[src/rtl/dpram_stream_reader.sv]
// -----------------------------------------------------------------------------
// dpram_stream_reader
//
// Read-side client for a single-read-port dual-port RAM. A burst command
// (start address, word count) is turned into a sequence of RAM read addresses.
// The RAM's one-cycle read latency is absorbed by a 2-entry skid buffer, and
// the words are emitted on a valid/ready stream with the final word marked.
//
// Ports
//   clk, rst              : single clock, synchronous active-high reset
//   cmd_valid/cmd_ready   : burst command handshake
//   cmd_addr, cmd_len     : first word address, number of words (0..MEMD)
//   RAddr                 : RAM read address (registered)
//   RData                 : RAM read data, valid the cycle after RAddr
//   out_valid/out_ready   : output stream handshake
//   out_data, out_last    : output word and last-beat marker
//   busy                  : burst in progress
//   done                  : one-cycle pulse when a burst completes
//   err                   : one-cycle pulse with done for an out-of-range burst
//
// Configuration macro
//   DPRAM_READER_WRAP_EN  : addresses wrap modulo MEMD, lengths clamp to MEMD,
//                           err is never raised. Undefined: bursts running past
//                           the end of the RAM are truncated and flagged.
// -----------------------------------------------------------------------------
module dpram_stream_reader #(
    parameter int MEMD  = 16,
    parameter int DATAW = 32,
    parameter int LENW  = $clog2(MEMD) + 1,
    localparam int AW   = $clog2(MEMD)
) (
    input  logic             clk,
    input  logic             rst,
    input  logic             cmd_valid,
    output logic             cmd_ready,
    input  logic [AW-1:0]    cmd_addr,
    input  logic [LENW-1:0]  cmd_len,
    output logic [AW-1:0]    RAddr,
    input  logic [DATAW-1:0] RData,
    output logic             out_valid,
    input  logic             out_ready,
    output logic [DATAW-1:0] out_data,
    output logic             out_last,
    output logic             busy,
    output logic             done,
    output logic             err
);

    // Wide enough to hold address + length without overflow.
    localparam int CW = LENW + 1;
    localparam logic [CW-1:0] MEMD_C = CW'(MEMD);

    typedef enum logic [1:0] {
        S_IDLE  = 2'd0,
        S_RUN   = 2'd1,
        S_DRAIN = 2'd2
    } state_t;

    state_t            state_q, state_d;
    logic [AW-1:0]     addr_q, addr_d;
    logic [LENW-1:0]   remaining_q, remaining_d;
    logic              inflight_q, inflight_d;
    logic              inflight_last_q, inflight_last_d;
    logic [1:0]        occ_q, occ_d;
    logic [DATAW-1:0]  head_q, head_d;
    logic              head_last_q, head_last_d;
    logic [DATAW-1:0]  tail_q, tail_d;
    logic              tail_last_q, tail_last_d;
    logic              err_pend_q, err_pend_d;
    logic              cmd_ready_q, cmd_ready_d;
    logic              out_valid_q, out_valid_d;
    logic              out_last_q, out_last_d;
    logic              busy_q, busy_d;
    logic              done_q, done_d;
    logic              err_q, err_d;

    logic [LENW-1:0]   eff_len_s;
    logic              bad_s;
    logic              pop_s;
    logic              push_s;
    logic              issue_s;
    logic [2:0]        pend_s;
    logic [AW-1:0]     addr_inc_s;

    // Effective burst length and range error for the offered command.
`ifdef DPRAM_READER_WRAP_EN
    logic [CW-1:0] len_ext_s;
    always_comb begin
        len_ext_s = CW'(cmd_len);
        bad_s     = 1'b0;
        if (len_ext_s > MEMD_C) begin
            eff_len_s = LENW'(MEMD);
        end else begin
            eff_len_s = cmd_len;
        end
    end
`else
    logic [CW-1:0] addr_ext_s;
    logic [CW-1:0] len_ext_s;
    logic [CW-1:0] room_s;
    always_comb begin
        addr_ext_s = CW'(cmd_addr);
        len_ext_s  = CW'(cmd_len);
        room_s     = {CW{1'b0}};
        if (addr_ext_s >= MEMD_C) begin
            eff_len_s = {LENW{1'b0}};
            bad_s     = 1'b1;
        end else begin
            room_s = MEMD_C - addr_ext_s;
            if (len_ext_s > room_s) begin
                eff_len_s = LENW'(room_s);
                bad_s     = 1'b1;
            end else begin
                eff_len_s = cmd_len;
                bad_s     = 1'b0;
            end
        end
    end
`endif

    // Next read address after an issue.
`ifdef DPRAM_READER_WRAP_EN
    always_comb begin
        if (addr_q == AW'(MEMD - 1)) begin
            addr_inc_s = {AW{1'b0}};
        end else begin
            addr_inc_s = addr_q + AW'(1);
        end
    end
`else
    always_comb begin
        addr_inc_s = addr_q + AW'(1);
    end
`endif

    // Read issue, skid buffer update and burst FSM next-state.
    always_comb begin
        state_d         = state_q;
        addr_d          = addr_q;
        remaining_d     = remaining_q;
        inflight_d      = 1'b0;
        inflight_last_d = inflight_last_q;
        occ_d           = occ_q;
        head_d          = head_q;
        head_last_d     = head_last_q;
        tail_d          = tail_q;
        tail_last_d     = tail_last_q;
        err_pend_d      = err_pend_q;
        done_d          = 1'b0;
        err_d           = 1'b0;

        pop_s  = out_valid_q && out_ready;
        push_s = inflight_q;
        pend_s = {1'b0, occ_q} + {2'b00, inflight_q};

        // A read may be issued only if its data is guaranteed a skid slot.
        if (state_q == S_RUN) begin
            if (pend_s < 3'd2) begin
                issue_s = 1'b1;
            end else if ((pend_s == 3'd2) && pop_s) begin
                issue_s = 1'b1;
            end else begin
                issue_s = 1'b0;
            end
        end else begin
            issue_s = 1'b0;
        end

        if (issue_s) begin
            inflight_d      = 1'b1;
            inflight_last_d = (remaining_q == LENW'(1));
            addr_d          = addr_inc_s;
            remaining_d     = remaining_q - LENW'(1);
        end else begin
            inflight_d      = 1'b0;
        end

        // Head register is the stream output; tail only fills while stalled.
        case (occ_q)
            2'd0: begin
                if (push_s) begin
                    head_d      = RData;
                    head_last_d = inflight_last_q;
                    occ_d       = 2'd1;
                end else begin
                    occ_d       = 2'd0;
                end
            end
            2'd1: begin
                if (push_s && pop_s) begin
                    head_d      = RData;
                    head_last_d = inflight_last_q;
                    occ_d       = 2'd1;
                end else if (push_s) begin
                    tail_d      = RData;
                    tail_last_d = inflight_last_q;
                    occ_d       = 2'd2;
                end else if (pop_s) begin
                    occ_d       = 2'd0;
                end else begin
                    occ_d       = 2'd1;
                end
            end
            2'd2: begin
                if (push_s && pop_s) begin
                    head_d      = tail_q;
                    head_last_d = tail_last_q;
                    tail_d      = RData;
                    tail_last_d = inflight_last_q;
                    occ_d       = 2'd2;
                end else if (pop_s) begin
                    head_d      = tail_q;
                    head_last_d = tail_last_q;
                    occ_d       = 2'd1;
                end else begin
                    occ_d       = 2'd2;
                end
            end
            default: begin
                occ_d = 2'd0;
            end
        endcase

        case (state_q)
            S_IDLE: begin
                if (cmd_valid && cmd_ready_q) begin
                    err_pend_d = bad_s;
                    if (eff_len_s == {LENW{1'b0}}) begin
                        // Nothing to read: complete immediately, RAddr untouched.
                        done_d  = 1'b1;
                        err_d   = bad_s;
                        state_d = S_IDLE;
                    end else begin
                        addr_d      = cmd_addr;
                        remaining_d = eff_len_s;
                        state_d     = S_RUN;
                    end
                end else begin
                    state_d = S_IDLE;
                end
            end
            S_RUN: begin
                if (issue_s && (remaining_q == LENW'(1))) begin
                    state_d = S_DRAIN;
                end else begin
                    state_d = S_RUN;
                end
            end
            S_DRAIN: begin
                // Looking at next-cycle occupancy makes done land one cycle
                // after the final beat handshake.
                if ((occ_d == 2'd0) && !inflight_d) begin
                    state_d = S_IDLE;
                    done_d  = 1'b1;
                    err_d   = err_pend_q;
                end else begin
                    state_d = S_DRAIN;
                end
            end
            default: begin
                state_d = S_IDLE;
            end
        endcase

        cmd_ready_d = (state_d == S_IDLE);
        busy_d      = (state_d != S_IDLE);
        out_valid_d = (occ_d != 2'd0);
        out_last_d  = (occ_d != 2'd0) ? head_last_d : 1'b0;
    end

    // State and output registers with synchronous reset.
    always_ff @(posedge clk) begin
        if (rst) begin
            state_q         <= S_IDLE;
            addr_q          <= {AW{1'b0}};
            remaining_q     <= {LENW{1'b0}};
            inflight_q      <= 1'b0;
            inflight_last_q <= 1'b0;
            occ_q           <= 2'd0;
            head_q          <= {DATAW{1'b0}};
            head_last_q     <= 1'b0;
            tail_q          <= {DATAW{1'b0}};
            tail_last_q     <= 1'b0;
            err_pend_q      <= 1'b0;
            cmd_ready_q     <= 1'b0;
            out_valid_q     <= 1'b0;
            out_last_q      <= 1'b0;
            busy_q          <= 1'b0;
            done_q          <= 1'b0;
            err_q           <= 1'b0;
        end else begin
            state_q         <= state_d;
            addr_q          <= addr_d;
            remaining_q     <= remaining_d;
            inflight_q      <= inflight_d;
            inflight_last_q <= inflight_last_d;
            occ_q           <= occ_d;
            head_q          <= head_d;
            head_last_q     <= head_last_d;
            tail_q          <= tail_d;
            tail_last_q     <= tail_last_d;
            err_pend_q      <= err_pend_d;
            cmd_ready_q     <= cmd_ready_d;
            out_valid_q     <= out_valid_d;
            out_last_q      <= out_last_d;
            busy_q          <= busy_d;
            done_q          <= done_d;
            err_q           <= err_d;
        end
    end

    assign cmd_ready = cmd_ready_q;
    assign RAddr     = addr_q;
    assign out_valid = out_valid_q;
    assign out_data  = head_q;
    assign out_last  = out_last_q;
    assign busy      = busy_q;
    assign done      = done_q;
    assign err       = err_q;

endmodule

[config.mk]
export PLATFORM = sky130hd
export DESIGN_NAME = dpram_stream_reader
export DESIGN_NICKNAME = d
export VERILOG_FILES = /design/src/rtl/dpram_stream_reader.sv
export SDC_FILE = /design/constraint.sdc
export NUM_CORES = 1
export LEC_CHECK = 0
export BUFFER_PORTS_ARGS = -buffer_cell sky130_fd_sc_hd__buf_2
export CAP_MARGIN = 20
export CORE_AREA = 2 2 87 89
export CTS_CLUSTER_DIAMETER = 100
export DETAILED_ROUTE_END_ITERATION = 10
export DIE_AREA = 0 0 89 91
export HOLD_SLACK_MARGIN = 0.05
export PLACE_DENSITY = 0.82
export SLEW_MARGIN = 0
export SYNTH_ARGS = -nofsm -noshare
export SYNTH_HDL_FRONTEND = slang
export SYNTH_SLANG_ARGS = --single-unit
[constraint.sdc]
create_clock -name clk -period 9.4 [get_ports clk]
set_input_delay 1.88 -clock clk [delete_from_list [all_inputs] [get_ports clk]]
set_output_delay 1.88 -clock clk [all_outputs]
set_load 0.01 [all_outputs]
# After elaboration in Yosys (flattened, before gate mapping)
# Index checks and enable logic that the tools add are counted.
[classes] n_addsub=4 n_mul=0 n_div=0 order_cmp=2 n_eq_ne=12 n_shift=0 mux=50 bitwise_logic=1 reduce_logical=20
[ops] cell="32-bit 2-to-1 mux" n=5
[ops] cell="32-bit case mux with 3 select lines" n=1
[ops] cell="32-bit case mux with 2 select lines" n=1
[ops] cell="5-bit 2-to-1 mux" n=5
[ops] cell="1-bit 2-to-1 mux" n=21
[ops] cell="4-bit 2-to-1 mux" n=4
[ops] cell="2-bit 2-to-1 mux" n=7
[ops] cell="2-bit case mux with 3 select lines" n=2
[ops] cell="2-bit inequality test, second input constant" n=5
[ops] cell="2-bit zero test" n=4
[ops] cell="4-bit AND reduction" n=2
[ops] cell="5-bit by 6-bit > comparator with 1-bit output" n=1
[ops] cell="1-bit logical AND" n=6
[ops] cell="1-bit case mux with 2 select lines" n=3
[ops] cell="2-bit nonzero test" n=3
[ops] cell="5-bit by 4-bit subtractor with 6-bit output, first input constant" n=1
[ops] cell="5-bit by 1-bit equality test with 1-bit output, second input constant" n=1
[ops] cell="5-bit zero test" n=1
[ops] cell="5-bit by 1-bit subtractor with 5-bit output, second input constant" n=1
[ops] cell="4-bit by 1-bit adder with 4-bit output, second input constant" n=1
[ops] cell="2-bit by 1-bit equality test with 1-bit output, second input constant" n=2
[ops] cell="2-bit equality test, second input constant" n=2
[ops] cell="2-bit by 1-bit adder with 3-bit output" n=1
[ops] cell="3-bit by 2-bit equality test with 1-bit output, second input constant" n=1
[ops] cell="other kinds (8)" n=8
[totals] ff_bits=88 latch_bits=0 ramBits=0 rom_bits=0 inputBits=45 output_inout_bits=42 word_cells=106 memories=0

# Logic depth before layout (Yosys ltp)
# Gate-level depths: netlist of run 1.
[logic_depth] depth_word=12 mapped_depth=11 mapped_depth_nobuf=10

# Least setup slack after synthesis of run 1
# No wires, ideal clock.
[synth_path] path_kind="in2reg" startpoint="input cmd_addr[0]" endpoint="register cmd_ready_q, in the netlist cmd_ready" setup_ns=0.066 arrival_time_ns=4.301 required_time_ns=9.334 setup_slack_ns=5.034 stages=10 n_path_buf=0 cell_sequence="inv_1 > ha_1 > or3b_2 > ha_1 > and3_4 > o21ai_2 > a32oi_4 > mux2_2 > a221oi_2 > nor2b_1"
[synth_via] elab_chain_cells=8
[synth_lines] item="from (decl)" line="36" source="input logic [AW-1:0] cmd_addr,"
[synth_lines] item="5-bit by 4-bit subtractor with 6-bit output *" line="109" source="room_s = MEMD_C - addr_ext_s;"
[synth_lines] item="5-bit by 6-bit > comparator with 1-bit output" line="110" source="if (len_ext_s > room_s) begin"
[synth_lines] item="5-bit 2-to-1 mux *" line="110"
[synth_lines] item="5-bit zero test *" line="228" source="if (eff_len_s == {LENW{1'b0}}) begin"
[synth_lines] item="1-bit 2-to-1 mux *" line="228"
[synth_lines] item="2-bit 2-to-1 mux *" line="226" source="if (cmd_valid && cmd_ready_q) begin"
[synth_lines] item="2-bit case mux with 3 select lines *" line="224" source="case (state_q)"
[synth_lines] item="2-bit zero test *" line="265" source="cmd_ready_d = (state_d == S_IDLE);"
[synth_lines] item="to (signal assigned)" line="303" source="cmd_ready_q <= cmd_ready_d;"
[synth_lines] item="to (decl)" line="70" source="logic cmd_ready_q, cmd_ready_d;"
# Every way passes the cells marked *; elsewhere a longest branch is shown, timed or not.
# A chain may end at the register's enable or synchronous reset.

# Worst setup path in the final report of run 1
# Same ends and word-level chain as after synthesis.

==> results of run 1 <==
[path summary, 6_finish.rpt]
check               endpoint   startpoint  cells past startpoint  slack [ps]
setup / recovery   cmd_ready  cmd_addr[0]                     11        5040
hold / removal    tail_q[21]   tail_q[21]                      2         460
setup reg to reg    out_last    out_valid                     10        6830
hold reg to reg   tail_q[21]   tail_q[21]                      2         460
[cell type report]
| type | instances | area (um^2) |
|---|---|---|
| Multi-Input combinational cell | 365 | 2060 |
| Clock buffer | 11 | 141 |
| Sequential cell | 88 | 1760 |
| Tap cell | 99 | 124 |
| Inverter | 14 | 52.6 |
| Timing Repair Buffer | 90 | 493 |
| Fill cell | 644 | 2460 |
| Clock inverter | 3 | 43.8 |
[cells in the mapped netlist (all sizes together), types with 2 or more instances]
library cell / number
clkbuf: 18
a22oi: 4
and3: 2
a211oi: 4
nand2: 148
and2: 2
nor2b: 7
xnor2: 5
buf: 16
dfxtp: 88
a21o: 2
ha: 16
mux2i: 5
inv: 14
mux2: 3
nand3: 3
a32oi: 2
nor3: 6
o21ai: 4
nor2: 55
xor2: 4
a311oi: 34
nand2b: 3
a21oi: 44
[per-stage QoR]
| step | total power (W) | cell area, um^2 | hold WS (ps) | setup WS (ps) | util [%] |
|---|---|---|---|---|---|
| 2_1_floorplan | 0.000551 | 4000 | 432 | 5030 | - |
| 3_3_place_gp | 0.000601 | 4440 | 438 | 4790 | 62.2 |
| 3_5_place_dp | 0.000608 | 4440 | 444 | 4690 | 62.2 |
| 4_1_cts | 0.000856 | 4630 | 455 | 5040 | 64.8 |
| 5_1_grt | 0.000900 | 4670 | 466 | 4870 | 65.5 |
| 6_report | 0.000854 | 4670 | 455 | 5040 | 65.5 |
[sequential cells by signal, indices dropped and copies added (netlist names), 2 cells and up]
name	cells
RAddr	4
occ_q	2
out_data	32
remaining_q	5
state_q	2
tail_q	32
[power groups by stage]
stage	Combinational, W	Clock (W)	Sequential, W
floorplan	0.000109	0	0.000442
global placement	0.000169	0	0.000432
detailed placement	0.000174	0	0.000434
CTS	0.000176	0.000255	0.000425
global route	0.000198	0.000271	0.000430
finish	0.000177	0.000252	0.000425
[layer usage]
metal  up-vias  track usage (%)  share of wire, %
met5         -                0                 0
met1      1630             28.4                44
met4         0             9.08               1.9
li1       1833                -                 -
met3        18             4.09               6.1
met2       103             38.4                48
[kinds of logic (layout without fill, tap and decap cells)]
logic type	Yosys count	after routing
flops	88	88
simple gates	231	231
mux	8	8
buf+inv	48	118
compound gates	101	101
xor+xnor	9	9
fa+ha+maj	16	16
[cells in the final DEF, fill, tap and decap left out, types with 7 or more instances in the layout]
cell type,synthesis,routed
nand2_1,148,148
dfxtp_1,88,88
buf_2,11,86
nor2_1,54,54
a21oi_1,42,41
a311oi_1,34,34
ha_1,16,16
inv_1,14,14
clkbuf_8,0,10
nor2b_1,7,7
[worst max-delay path, cell delays in order]
cell	delay, ps
buf_2	120
inv_1	100
ha_1	230
or3b_2	480
ha_1	330
and3_4	220
o21ai_2	70
a32oi_4	370
mux2_2	400
a221oi_2	290
nor2b_1	150
==> flow_summary_export.csv, run 1 <==
group,metric,value,unit
run_status,outcome,"complete, no violations",
synth,yosys_warnings,0,
power,power.density,183,nW/um^2
sta,rsz0062_at_grt,"false",
synth,synth_top_area_share,44.0,%
synth,synth.distinct_cells,45,
floorplan,start_util,56.1,%
global_routing,grt_max_degree,89,
floorplan,pin_count,87,
clocking,cts_buffer_depth,2,
flow_run,maxCapViolations,0,
sta,fmaxAchievable,229,MHz
synth,synth_area_per_cell,7.99,um^2
synth,synth_area,4000,um^2
clocking,clock_tree.root_cell,"clkbuf_8",
synth,yosys.area_share.simple,23.5,%
synth,synthFlopType,"dfxtp_1",
sta,skew,7.55,ps
synth,yosys.area.top_type,"dfxtp_1",
synth,synth_compound_gate_area_share,18.3,%
worst_setup_path,crit_type,"in2reg",
final_layout,area.growth.synth_to_final,16.7,%
route,vias,3584,
synth,yosys.area_share.xor_xnor,1.97,%
floorplan,chipWidth,89,um
clocking,cts_setup_buffers,0,
route,wl_per_cell,13.4,um
power,irDropWorstVdd,0.0737,mV
synth,synth_area_leaders,"dfxtp_1 (44%), nand2_1 (14%), a311oi_1 (7.4%)",
worst_setup_path,arrival,4650,ps
synth,syn_inst,501,
power,leakagePower,1.94,nW
worst_setup_path,cp.required,9680,ps
power,p_clk_share,29.5,%
synth,ys_seq_elements,88,
final_layout,antenna_cells,0,
worst_setup_path,worst_setup_path_end_kind,"flop",
global_routing,overflow,0,
placed_design,dp.cells,654,
route,viasPerCell,5.35,
synth,synthArstFlopShare,0,%
worst_setup_path,cp-start-kind,"input port",
clocking,cts_tree,"yes",
route,drc,0,
clocking,cts_hold_buf,0,
placed_design,gp_congestion,0.896,
power,p_int,0.000608,W
synth,ys_seq_area_share,44.0,%
final_layout,final_layout_size_suffix_gt1_share,20.8,%
power,power.switching,0.000245,W
synth,synth_nets,562,
global_routing,track_usage,22.8,%
global_routing,grt_pass1_wl,15000,um
floorplan,die_y,91,um
global_routing,antenna_found_initial,0,
synth,synth_edf_count,0,
floorplan,die-area,8100,um^2
floorplan,core,7140,um^2
final_layout,layout.nets,629,
sta,slew_headroom,39.3,%
synth,synth.area.mux_share,2.19,%
clocking,clock-sinks,88,
sta,maxSlewViolCount,0,
placed_design,dp_hpwl,5960,um
worst_setup_path,path_max_fanout,10,
route,dr.pass1.iters,4,
route,routed_wl,8990,um
global_routing,grt_pass1_vias,3441,
clocking,cts_inserted_buffers,9,
clocking,clock_latency,350,ps
sta,tightest_slew,909,ps
clocking,htree_levels,3,
route,drt_first_iter_violations,194,
min_path,hold_path.class,"reg2reg",
clocking,cts.clk_slew.worst_paths,80,ps
final_layout,fin_cells,670,
route,ant_nets,0,
sta,timing.final.hold_violations,0,
sta,period_minus_slack,4360,ps
sta,timing.final.crit_share,46.4,%
clocking,post_cts_resized,0,
floorplan,rows,31,
sta,finalSetupViolCount,0,
synth,synth_top_family_by_area,"simple AND/OR/NAND/NOR gates",
sta,tns,0,ps
synth,synthAdderAreaFrac,5.00,%
power,comb_power_share,20.7,%
power,seqPwrFrac,49.8,%
power,switching_share,28.7,%
placed_design,io_buffers,86,
Power figures use the tool's default switching activity.
==> inputs of run 2 (changes only) <==
--- a/config.mk
+++ b/config.mk
@@ -7,12 +7,12 @@
 export LEC_CHECK = 0
 export BUFFER_PORTS_ARGS = -buffer_cell sky130_fd_sc_hd__buf_2
 export CAP_MARGIN = 20
-export CORE_AREA = 2 2 87 89
+export CORE_AREA = 2 2 90 92
 export CTS_CLUSTER_DIAMETER = 100
 export DETAILED_ROUTE_END_ITERATION = 10
-export DIE_AREA = 0 0 89 91
+export DIE_AREA = 0 0 92 94
 export HOLD_SLACK_MARGIN = 0.05
-export PLACE_DENSITY = 0.82
+export PLACE_DENSITY = 0.77
 export SLEW_MARGIN = 0
 export SYNTH_ARGS = -nofsm -noshare
 export SYNTH_HDL_FRONTEND = slang
==> constraint.sdc (replaced) <==
create_clock -name clk -period 4.47 [get_ports clk]
set_input_delay 0.894 -clock clk [delete_from_list [all_inputs] [get_ports clk]]
set_output_delay 0.894 -clock clk [all_outputs]
set_load 0.01 [all_outputs]
==> flow_summary_export.csv, run 2 (same netlist as run 1, synthesis figures left out) <==
group,metric,value,unit
worst_setup_path,ff2ff_setup_slack,1900,ps
sta,period_minus_slack,3370,ps
final_layout,layout_common_cells,"nand2_1 (148), dfxtp_1 (88), buf_2 (86)",
final_layout,final_common_cell,"nand2_1",
sta,maxSlewViolCount,0,
final_layout,fillCellCount,697,
floorplan,start_util,52.6,%
sta,timing.final.crit_share,75.3,%
worst_setup_path,max_stage_delay,480,ps
placed_design,dp.cells,660,
min_path,hold_path.class,"reg2reg",
final_layout,multiInputGateArea,2050,um^2
clocking,cts_setup_buffers,0,
global_routing,grt_pass1_wl,15000,um
final_layout,layout.nets,631,
sta,timing.final.hold_violations,0,
run_status,outcome,"complete, no violations",
route,wl_per_cell,13.3,um
worst_setup_path,timing.rr.end,"out_data[13]",
final_layout,fin_cells,677,
sta,skew,8.05,ps
worst_setup_path,worst_setup_path_end_kind,"flop",
worst_setup_path,cp.required,4740,ps
clocking,clock_latency,350,ps
route,drc,0,
worst_setup_path,path_common_cell,"ha_1",
placed_design,io_buffers,86,
floorplan,rows,32,
final_layout,area.growth.synth_to_final,17.1,%
global_routing,track_usage,21.3,%
clocking,cts_inserted_buffers,9,
route,drt_first_iter_violations,172,
clocking,post_cts_resized,0,
worst_setup_path,crit_type,"in2reg",
min_path,min_to,"tail_q[23]",
route,routed_wl,9020,um
min_path,hp-start,"tail_q[23]",
global_routing,antenna_found_initial,0,
clocking,cts_tree,"yes",
global_routing,overflow,0,
placed_design,dp_hpwl,6050,um
route,dr.pass1.iters,4,
global_routing,grt_max_degree,55,
floorplan,chipWidth,92,um
sta,tightest_slew,986,ps
clocking,cts_hold_buf,0,
sta,rsz0062_at_grt,"false",
flow_run,maxCapViolations,0,
placed_design,gp_congestion,0.874,
final_layout,antenna_cells,0,
clocking,cts.clk_slew.worst_paths,90,ps
route,vias,3594,
floorplan,die_y,94,um
clocking,htree_levels,3,
global_routing,grt_pass1_vias,3324,
worst_setup_path,arrival,3640,ps
route,viasPerCell,5.31,
clocking,clock-sinks,88,
route,ant_nets,0,
power,leakagePower,1.95,nW
worst_setup_path,rr_worst_depth,9,
clocking,cts_buffer_depth,2,
power,irDropWorstVdd,0.277,mV
clocking,clock_tree.root_cell,"clkbuf_8",
sta,slew_headroom,34.3,%
final_layout,final_layout_size_suffix_gt1_share,21.6,%
floorplan,die-area,8650,um^2
floorplan,core,7610,um^2
min_path,holdPathStages,2,
worst_setup_path,r2r_start,"out_valid",
floorplan,pin_count,87,
final_layout,seqCellArea,1760,um^2
sta,finalSetupViolCount,0,
worst_setup_path,path_max_fanout,10,
worst_setup_path,path_cells,"buf_2 > inv_1 > ha_1 > or3b_2 > ha_1 > and3_4 > o21ai_2 > a32oi_4 > mux2_2 > a221oi_2 > nor2b_1",
worst_setup_path,worst_path_max_delay_cell,"or3b_2",
worst_setup_path,cp-start-kind,"input port",
power,power.density,387,nW/um^2
sta,tns,0,ps
sta,fmaxAchievable,297,MHz
[run 2: cell types whose count changed in the layout (fill, tap and decap cells not counted)]
cell	previous run	this run
nor2_4	1	0
clkinvlp_4	0	1
clkbuf_8	10	9
inv_8	0	1
clkinv_4	1	2
a21oi_2	2	3
buf_12	1	0
nor2_2	0	1
a21oi_4	1	0
buf_4	2	5
inv_6	0	1
clkbuf_1	1	0
[run 2: per-stage QoR]
step | util (%) | hold WS (ps) | total power, W | instance area (um^2) | worst slack (ps)
global placement | 58.6 | 438 | 0.00127 | 4460 | 833
CTS | 61.3 | 456 | 0.00183 | 4660 | 1110
finish | 61.6 | 454 | 0.00181 | 4690 | 1100
floorplan | - | 432 | 0.00116 | 4000 | 1090
detailed placement | 58.6 | 443 | 0.00128 | 4460 | 759
global route | 61.6 | 473 | 0.00192 | 4690 | 949
[run 2: worst max path at each step]
| stage | from | endpoint | slack, ps |
|---|---|---|---|
| final | cmd_addr[0] | cmd_ready | 1100 |
| after global routing | cmd_addr[0] | cmd_ready | 950 |
| after CTS | cmd_addr[0] | cmd_ready | 1110 |
| after detailed placement | cmd_addr[0] | cmd_ready | 760 |
| after global placement | cmd_addr[0] | cmd_ready | 830 |
| after floorplan | cmd_addr[0] | cmd_ready | 1090 |
[run 2: report_power, final]
group | leakage (nW) | total (W) | internal (W) | switching, W
registers | 0.715 | 0.000893 | 0.000851 | 0.0000421
logic | 1.13 | 0.000367 | 0.000157 | 0.000210
clock network | 0.102 | 0.000555 | 0.000265 | 0.000290
total | 1.95 | 0.00181 | 0.00127 | 0.000541
[run 2: critical path, delay by kind of cell]
kind / cells / cell delay (ps)
mux: 1 / 400
buf+inv: 2 / 210
simple gates: 3 / 840
fa+ha+maj: 2 / 550
compound gates: 3 / 730
[run 2: cell type report]
| type | instances | area share (%) |
|---|---|---|
| multi-input combinational | 365 | 43.6 |
| sequential | 88 | 37.6 |
| timing repair buffer | 92 | 10.6 |
| tap | 102 | 2.72 |
| clock buffer | 9 | 2.64 |
| clock inverter | 7 | 1.71 |
| inverter | 14 | 1.12 |
[run 2: routing by layer]
metal	up-vias	routed length [um]	GRT usage, %
met5	-	0	0
met4	0	80	4.23
met2	98	4290	36.3
met3	11	496	5.22
met1	1644	4160	27.7
li1	1841	-	-
==> inputs of run 3 (changes only) <==
--- a/config.mk
+++ b/config.mk
@@ -7,12 +7,12 @@
 export LEC_CHECK = 0
 export BUFFER_PORTS_ARGS = -buffer_cell sky130_fd_sc_hd__buf_2
 export CAP_MARGIN = 20
-export CORE_AREA = 2 2 90 92
+export CORE_AREA = 2 2 94 96
 export CTS_CLUSTER_DIAMETER = 100
 export DETAILED_ROUTE_END_ITERATION = 10
-export DIE_AREA = 0 0 92 94
+export DIE_AREA = 0 0 96 98
 export HOLD_SLACK_MARGIN = 0.05
-export PLACE_DENSITY = 0.77
+export PLACE_DENSITY = 0.74
 export SLEW_MARGIN = 0
 export SYNTH_ARGS = -nofsm -noshare
 export SYNTH_HDL_FRONTEND = slang
==> constraint.sdc (replaced) <==
create_clock -name clk -period 2.91 [get_ports clk]
set_input_delay 0.582 -clock clk [delete_from_list [all_inputs] [get_ports clk]]
set_output_delay 0.582 -clock clk [all_outputs]
set_load 0.01 [all_outputs]
==> flow_summary_export.csv, run 3 (same netlist as run 1, synthesis figures left out) <==
group,metric,value,unit
run_status,outcome,"complete, no violations",
global_routing,grt_max_degree,45,
final_layout,finish.utilization,56.6,%
placed_design,gp_congestion,0.851,
power,p_clk_share,30.6,%
global_routing,track_usage,19.7,%
route,top_layer,"met4",
worst_setup_path,max_stage_delay,410,ps
worst_setup_path,ff2ff_setup_slack,500,ps
floorplan,chipWidth,96,um
sta,slew_headroom,40.3,%
worst_setup_path,path_cells,"buf_2 > inv_2 > ha_2 > or3b_4 > ha_4 > and3_4 > o21ai_2 > a32oi_4 > buf_4 > mux2_2 > nand2_1 > a21oi_2",
final_layout,final_layout_size_suffix_gt1_share,23.7,%
global_routing,antenna_found_initial,0,
clocking,post_cts_resized,0,
placed_design,pre_cts_ws,-49.9,ps
sta,fmaxAchievable,385,MHz
clocking,htree_levels,3,
clocking,cts_buffer_depth,2,
worst_setup_path,cp-start-kind,"input port",
placed_design,io_buffers,86,
final_layout,area.growth.synth_to_final,19.8,%
route,routed_wl,9170,um
clocking,cts.clk_slew.worst_paths,90,ps
worst_setup_path,worst_path_max_delay_cell,"or3b_4",
sta,tightest_slew,894,ps
power,switching_share,29.7,%
floorplan,start_util,47.3,%
flow_run,maxCapViolations,0,
global_routing,grt_pass1_vias,3439,
power,power.switching,0.000843,W
floorplan,rows,34,
global_routing,overflow,0,
power,comb_power_share,21.0,%
sta,finalSetupViolCount,0,
placed_design,dp_hpwl,6380,um
global_routing,grt_pass1_wl,15000,um
sta,timing.final.crit_share,89.3,%
clocking,clock_latency,350,ps
final_layout,antenna_cells,0,
clocking,clock-sinks,88,
floorplan,die-area,9410,um^2
final_layout,layout_common_cells,"nand2_1 (148), dfxtp_1 (88), buf_2 (86)",
route,dr_wl_met3,452,um
floorplan,die_y,98,um
floorplan,core,8470,um^2
power,p_int,0.00199,W
route,ant_nets,0,
sta,maxSlewViolCount,0,
worst_setup_path,path_max_fanout,8,
sta,skew,7.09,ps
worst_setup_path,worst_setup_path_end_kind,"flop",
sta,whs,455,ps
final_layout,fin_cells,690,
sta,period_minus_slack,2600,ps
clocking,clock_tree.root_cell,"clkbuf_8",
route,wl_per_cell,13.3,um
sta,fin_ws,311,ps
power,irDropWorstVdd,0.241,mV
power,power.density,591,nW/um^2
worst_setup_path,arrival,2840,ps
route,viasPerCell,5.26,
route,drt_first_iter_violations,162,
clocking,cts_tree,"yes",
final_layout,final_common_cell,"nand2_1",
placed_design,dp.cells,674,
route,vias,3630,
floorplan,pin_count,87,
sta,tns,0,ps
final_layout,fillCellCount,774,
sta,rsz0062_at_grt,"false",
sta,timing.final.hold_violations,0,
final_layout,layout.nets,638,
route,met2_length,4380,um
min_path,hold_path.class,"reg2reg",
power,seqPwrFrac,48.4,%
route,dr.pass1.iters,4,
clocking,cts_hold_buf,0,
worst_setup_path,crit_type,"in2reg",
clocking,cts_inserted_buffers,9,
clocking,cts_setup_buffers,0,
route,drc,0,
route,wl_met1,4200,um
worst_setup_path,cp.required,3150,ps
power,leakagePower,1.99,nW
==> run 3: per-stage QoR <==
stage,power [W],area (um^2)
finish,0.00283,4790
global route,0.00298,4790
CTS,0.00286,4790
detailed placement,0.00199,4590
global placement,0.00198,4590
floorplan,0.00180,4050
==> run 3: layer usage <==
metal	global-route usage, %	vias to the layer above
met5	0	-
met4	6.59	0
met3	3.47	15
met2	33.6	84
met1	24.8	1677
li1	-	1854
==> run 3: worst max-delay path: cells and delay by family <==
kind	cells	cell delay (ps)
and+or+nand+nor	3	680
adders and majority gates	2	470
buffers and inverters	3	380
AOI/OAI and AO/OA	3	380
muxes	1	350
==> run 3: final cells by class <==
class / count / area, um^2 / area share [%]
clock buffer: 10 / 138 / 2.87
clock inverter: 6 / 67.6 / 1.41
inverter: 14 / 52.6 / 1.10
multi-input combinational: 365 / 2100 / 43.8
sequential: 88 / 1760 / 36.7
tap: 108 / 135 / 2.82
timing repair buffer: 99 / 541 / 11.3
==> run 3: path summary, 6_finish.rpt <==
path	end	depth (start not counted)	from
hold reg to reg	tail_q[7]	2	tail_q[7]
setup / recovery	remaining_q[1]	12	cmd_addr[0]
hold / removal	tail_q[7]	2	tail_q[7]
setup reg to reg	remaining_q[4]	9	occ_q[0]
==> run 3: power by group through the flow <==
stage	registers (W)	logic [W]	clock network, W
after detailed placement	0.00140	0.000596	0
after global routing	0.00139	0.000661	0.000930
after CTS	0.00137	0.000599	0.000886
final	0.00137	0.000595	0.000868
after global placement	0.00140	0.000583	0
after floorplan	0.00143	0.000367	0
